`config.mk`:
```
export PLATFORM = sky130hd
export DESIGN_NAME = search_fifo
export DESIGN_NICKNAME = d
export VERILOG_FILES = /design/src/rtl/search_fifo.sv
export SDC_FILE = /design/constraint.sdc
export NUM_CORES = 2
export LEC_CHECK = 0
export BUFFER_PORTS_ARGS = -buffer_cell sky130_fd_sc_hd__buf_2
export CORE_MARGIN = 2
export CORE_UTILIZATION = 53
export CTS_BUF_LIST = sky130_fd_sc_hd__clkbuf_4 sky130_fd_sc_hd__clkbuf_8 sky130_fd_sc_hd__clkbuf_16
export CTS_CLUSTER_DIAMETER = 150
export CTS_CLUSTER_SIZE = 8
export DETAILED_ROUTE_END_ITERATION = 12
export PLACE_DENSITY = 0.78
export SYNTH_ARGS = -nofsm -noshare
export SYNTH_HDL_FRONTEND = slang
export SYNTH_SLANG_ARGS = --single-unit
```
`constraint.sdc`:
```
create_clock -name clk -period 22.1 [get_ports clk]
set_input_delay 5.525 -clock clk [delete_from_list [all_inputs] [get_ports clk]]
set_output_delay 5.525 -clock clk [all_outputs]
set_load 0.01 [all_outputs]
```
`src/rtl/search_fifo.sv`:
```
// Circular-buffer FIFO with valid/ready on both sides, occupancy count, almost-full,
// synchronous flush and a combinational key lookup over resident entries.
// Latency: push visible on out_data/lookup next cycle; no bypass. Backpressure: in_ready = !full.
module search_fifo #(
    parameter int DATA_W       = 64,
    parameter int KEY_W        = 32,
    parameter int DEPTH        = 8,
    parameter int AFULL_THRESH = DEPTH - 2
) (
    input  logic                       clk,
    input  logic                       reset,
    input  logic                       in_valid,
    input  logic [DATA_W-1:0]          in_data,
    output logic                       in_ready,
    output logic                       out_valid,
    output logic [DATA_W-1:0]          out_data,
    input  logic                       out_ready,
    input  logic                       flush,
    input  logic [KEY_W-1:0]           lookup_key,
    output logic                       lookup_hit,
    output logic [DATA_W-1:0]          lookup_data,
    output logic [$clog2(DEPTH):0]     count,
    output logic                       almost_full
);

    localparam int IDX_W = $clog2(DEPTH);
    localparam int PTR_W = IDX_W + 1;

    // Pointers carry an extra wrap bit so full and empty are distinguishable.
    logic [PTR_W-1:0]  head_q, head_d;
    logic [PTR_W-1:0]  tail_q, tail_d;
    logic [DATA_W-1:0] mem_q [DEPTH];

    logic empty;
    logic full;
    logic push_fire;
    logic pop_fire;

    assign empty       = (head_q == tail_q);
    assign full        = (head_q[IDX_W-1:0] == tail_q[IDX_W-1:0]) &&
                         (head_q[IDX_W] != tail_q[IDX_W]);
    assign in_ready    = !full;
    assign out_valid   = !empty;
    assign out_data    = mem_q[head_q[IDX_W-1:0]];
    assign count       = tail_q - head_q;
    assign almost_full = (count >= PTR_W'(AFULL_THRESH));

    // Flush wins over both handshakes: nothing is stored or consumed that cycle.
    assign push_fire   = in_valid && !full && !flush;
    assign pop_fire    = out_valid && out_ready && !flush;

    // Next-state pointers: flush clears both, otherwise advance on each fired handshake.
    always_comb begin
        head_d = head_q;
        tail_d = tail_q;
        if (flush) begin
            head_d = '0;
            tail_d = '0;
        end else begin
            if (pop_fire)  head_d = head_q + PTR_W'(1);
            if (push_fire) tail_d = tail_q + PTR_W'(1);
        end
    end

    // Pointer and storage registers; storage is cleared on reset so outputs are never X.
    always_ff @(posedge clk) begin
        if (reset) begin
            head_q <= '0;
            tail_q <= '0;
            for (int i = 0; i < DEPTH; i++) begin
                mem_q[i] <= '0;
            end
        end else begin
            head_q <= head_d;
            tail_q <= tail_d;
            if (push_fire) begin
                mem_q[tail_q[IDX_W-1:0]] <= in_data;
            end
        end
    end

    // Lookup walks from head in FIFO order so the oldest matching entry wins.
    always_comb begin
        logic [IDX_W-1:0] idx;
        idx         = '0;
        lookup_hit  = 1'b0;
        lookup_data = '0;
        for (int k = 0; k < DEPTH; k++) begin
            idx = head_q[IDX_W-1:0] + IDX_W'(k);
            if (!lookup_hit && (PTR_W'(k) < count) &&
                (mem_q[idx][KEY_W-1:0] == lookup_key)) begin
                lookup_hit  = 1'b1;
                lookup_data = mem_q[idx];
            end
        end
    end

    // Structural sanity checks on the pointer state.
    always @(posedge clk) begin
        if (!reset) begin
            assert (!(full && empty));
            assert (count <= PTR_W'(DEPTH));
            assert (!$isunknown({in_ready, out_valid, out_data, lookup_hit,
                                 lookup_data, count, almost_full}));
        end
    end

endmodule

```
==> out/results.txt <==
The run finished with clean final reports. In this run the power spent charging and discharging nets is 0.811 mW. The H-tree was split into 3 levels.

The remaining antenna violation count after routing was 0; the sum of negative setup slack was 0 ns. Combinational cell fraction of total power: 0.172. The tools report the internal power component as 1.93 mW. IR analysis of the VDD net gives a maximum drop of 0.0663 mV. The register area share after synthesis was 0.302.

For the met3 track demand over resource, the log shows 0.153. Once detailed placement completed, the half-perimeter wirelength came to 141000 microns. STA classifies the critical path startpoint as a primary input. The floorplan has 114 rows. The number of global-route vias before repair was 41824. The global-route track usage on met2 was 0.599.

In the final design database the tool counted 4625 nets. The standby leakage power came out at 18.7 nW. Sorting the synthesized cells by area gives the leading types as edfxtp_1 30%, mux4_2 27%, mux2i_1 8.8%, and2_1 6.3%, nand2_1 3.6%. The run gives 31 as the initial antenna violation count. The routed length per instance was 36.6 microns; the die height was 316 microns. The buffering stage count on the worst path with inverters included was 4; the clock skew after layout was 0.0262 ns.

The number of register bits inferred by synthesis was 523. The area fraction of the dominant cell type after synthesis came out at 0.297. The most used cell along the critical path is buf_2. Broken down by cell family, the worst path's largest delay share belongs to compound AO/OA/AOI/OAI gates. The logs give 0.433 for the power share of the sequential group and 44870 for the routed via count. Based on the critical path, the design can be clocked at up to 60.6 MHz. The share of synthesized registers carrying an async set or reset came out at 0. Relative contribution of the clock network to total power: 0.395. The logs give 0.422 for the global-route usage over all layers and 0.100 sq mm for the die footprint. The number of hold violations in the final report was 0. Counting every instance in the synthesized netlist gives 4542. The detailed router finished its first iteration with 8143 violations.

Setup violations remaining at the end of the flow were counted as 0. The congestion estimate from routability-driven global placement came to 1.15. The tools report the post-synthesis cell area as 0.0517 sq mm.

The setup path with the least slack is of type in2out. The share of the cycle needed by the critical path after routing came out at 0.747. The area growth from synthesis to final layout works out to 7.42%. The clock-pin slew of the registers on the worst-case setup and hold paths works out to 0.05 ns. Width of the die: 316 microns. The worst path required time is 16.58 ns.

Traced cell by cell, the critical path runs through buf_2 -> clkinv_1 -> nand2_1 -> nand4_1 -> o31ai_1 -> nor4b_4 -> nand3_2 -> o221ai_2 -> nand2b_2 -> buf_4 -> o21a_1 -> a31oi_1 -> a32oi_1 -> buf_2. After global routing the overflow that remains totals 0. The quantity of gates resized following cts was 0; the I/O pin count was 237.

The count of flip-flops with a built-in enable after synthesis was 512. The maximum clock insertion buffer count is 3, and the count of input and output buffers is 236. For the TritonCTS buffer count, the log shows 75. The pre-antenna-repair detailed-routing pass consisted of 6 iterations. Along the worst path, the maximum fanout reaches 32. For the count of pins over their slew limit, the log shows 0.

Ranked by instance count, the synthesized netlist is headed by 609 x mux4_2, 524 x and2_1, 512 x edfxtp_1, 493 x nand2_1, 453 x mux2i_1. The proportion of total power due to net switching is 0.295, and the mean number of vias per cell is 7.70. The actual slew at the worst max-slew pin came out at 1.26 ns. Counting every net in the synthesized netlist gives 4651. In this run the power density over the cells is 49.4 mW/mm^2.

TritonCTS built the clock tree. Setup repair after global routing left no endpoint under its margin. The logs give 0.571 for the global routing met1 resource utilization and 7749 for the number of fill cells in the layout.

The relative slew slack was 0.150; the final period demand of the worst path was 16.51 ns. Clock tree synthesis selected as its root buffer the cell clkbuf_16. Each instance of the synthesized netlist takes up on average 11.4 sq um. STA puts the critical path data arrival time at 10.98 ns. Most used routing layer: met2. The tool flagged a number of max-cap violations equal to 0. After synthesis, the netlist uses 102 different library cells.

Primary flip-flop cell chosen by synthesis mapping: edfxtp_1. Utilization after layout: 0.574. Entering global routing, the biggest net connects 153 pins. The fraction of layout cells with a size suffix above 1 was 0.269. For the worst-skew pair later-pin latency, the log shows 0.69 ns. The biggest area contributor in the post-synthesis netlist is edfxtp_1.

For this run, the slowest stage of the critical path takes 0.77 ns. The tools report the hold buffer count at CTS as 0. The tools report the initial standard-cell utilization of the core as 0.534. STA classifies the critical path endpoint as an output pin.

The area of the core is 0.0967 sq mm, and the total routed wirelength is 213000 microns. In the routed design, unresolved DRC markers number 0. The global-route wire length before repair was 304000 microns. Among all cell types in the netlist, the one instantiated most often is mux4_2. During synthesis, Yosys emitted a total of 0 warnings. The CTS sink count is 523, and the number of buffers inserted by post-CTS setup repair is 0. On the critical path, the stage with the largest delay is an instance of o221ai_2. The tightest min-delay check is of the reg2reg type.
==> power groups by stage <==
stage	sequential, mW	clock (mW)	combinational, mW
after floorplan	1.18	0	0.294
after global placement	1.20	0	0.445
after global routing	1.19	1.11	0.483
after CTS	1.18	1.08	0.452
after detailed placement	1.20	0	0.449
final	1.19	1.08	0.472
==> cells in the final DEF (no fill, tap or decap), types with 11 or more instances in the layout <==
master     netlist  routed
a32o_1          32      32
xnor2_1        175     173
or3_1           17      17
buf_4           21      83
nand4_1         52      52
a22oi_1         34      34
xor2_1          65      64
nor3_1          36      34
o22ai_1         57      57
nand2_1        493     493
nand2b_1        21      19
a32oi_1         11      11
a31oi_1         77      77
a221oi_1        13      13
edfxtp_1       512     512
o32ai_1         30      30
mux2i_1        453     453
o21a_1          26      26
mux4_2         609     609
nand3_1         81      80
nor2_1         227     218
mux2_2         123     123
nor4_1          17      17
o221ai_1        17      17
clkbuf_16        0      75
a222oi_1        11      11
buf_2          138     236
inv_1           37      36
o21ai_0         53      53
a21oi_1         82      82
and3_1          13      13
o211ai_1        20      20
diode_2          0      21
and2_1         524     524
==> worst register-to-register path: cells and delay by family, from the launching register on <==
kind / cells / cell delay (ns)
and+or+nand+nor: 5 / 1.57
DFF: 1 / 0.84
buffers and inverters: 4 / 2.88
adders and majority gates: 1 / 0.48
==> per-layer routing <==
metal  wire length (microns)  vias up
met1                   74400    21959
met5                     124        -
met4                   13900       20
li1                        -    17609
met2                   89900     4408
met3                   35100      874
==> final timing paths <==
path	startpoint	endpoint	slack, ns	cells past startpoint
worst max register to register	head_q[2]$_SDFFE_PP0P_	mem_q[5][9]$_SDFFCE_PN0P_	15.85	10
worst min register to register	head_q[3]$_SDFFE_PP0P_	head_q[3]$_SDFFE_PP0P_	0.55	2
worst max-delay path	lookup_key[23]	lookup_data[20]	5.59	14
worst min-delay path	head_q[3]$_SDFFE_PP0P_	head_q[3]$_SDFFE_PP0P_	0.55	2
==> registers in the layout (all words and copies together) (netlist names), named ones only <==
signal and count:
mem_q 512, head_q 4, tail_q 4
==> final cells by class <==
cell class,count,area (sq um),share of cell area
antenna,21,52.6,0.000947
clock buffer,83,1940,0.0349
clock inverter,8,163,0.00293
inverter,47,181,0.00327
multi-input combinational,3541,34000,0.612
sequential,523,15600,0.281
tap,1276,1600,0.0288
timing repair buffer,328,1980,0.0357
==> through the flow <==
| stage | cells | hold WS (ns) | power, mW | setup WS, ns | area, sq um |
|---|---|---|---|---|---|
| floorplan | 4542 | 0.499 | 1.47 | 7.75 | 51700 |
| global placement | 5715 | 0.513 | 1.64 | 6.05 | 53400 |
| detailed placement | 5715 | 0.529 | 1.65 | 5.99 | 53400 |
| CTS | 5806 | 0.541 | 2.72 | 5.92 | 55500 |
| global route | 5817 | 0.588 | 2.79 | 5.52 | 55500 |
| finish | 5827 | 0.554 | 2.74 | 5.59 | 55500 |
==> cell families (layout without fill, tap and decap cells) <==
group,after synthesis,after routing,share of synthesized area
adder cells (fa/ha/maj),8,8,0.00208
XOR/XNOR,241,241,0.0412
flip-flops,523,523,0.302
AO/OA/AOI/OAI,563,563,0.0783
buffers and inverters,478,466,0.0444
AND/OR/NAND/NOR,1542,1542,0.152
other,0,21,0
multiplexers,1187,1187,0.381
(Power assumes the default switching activity.)
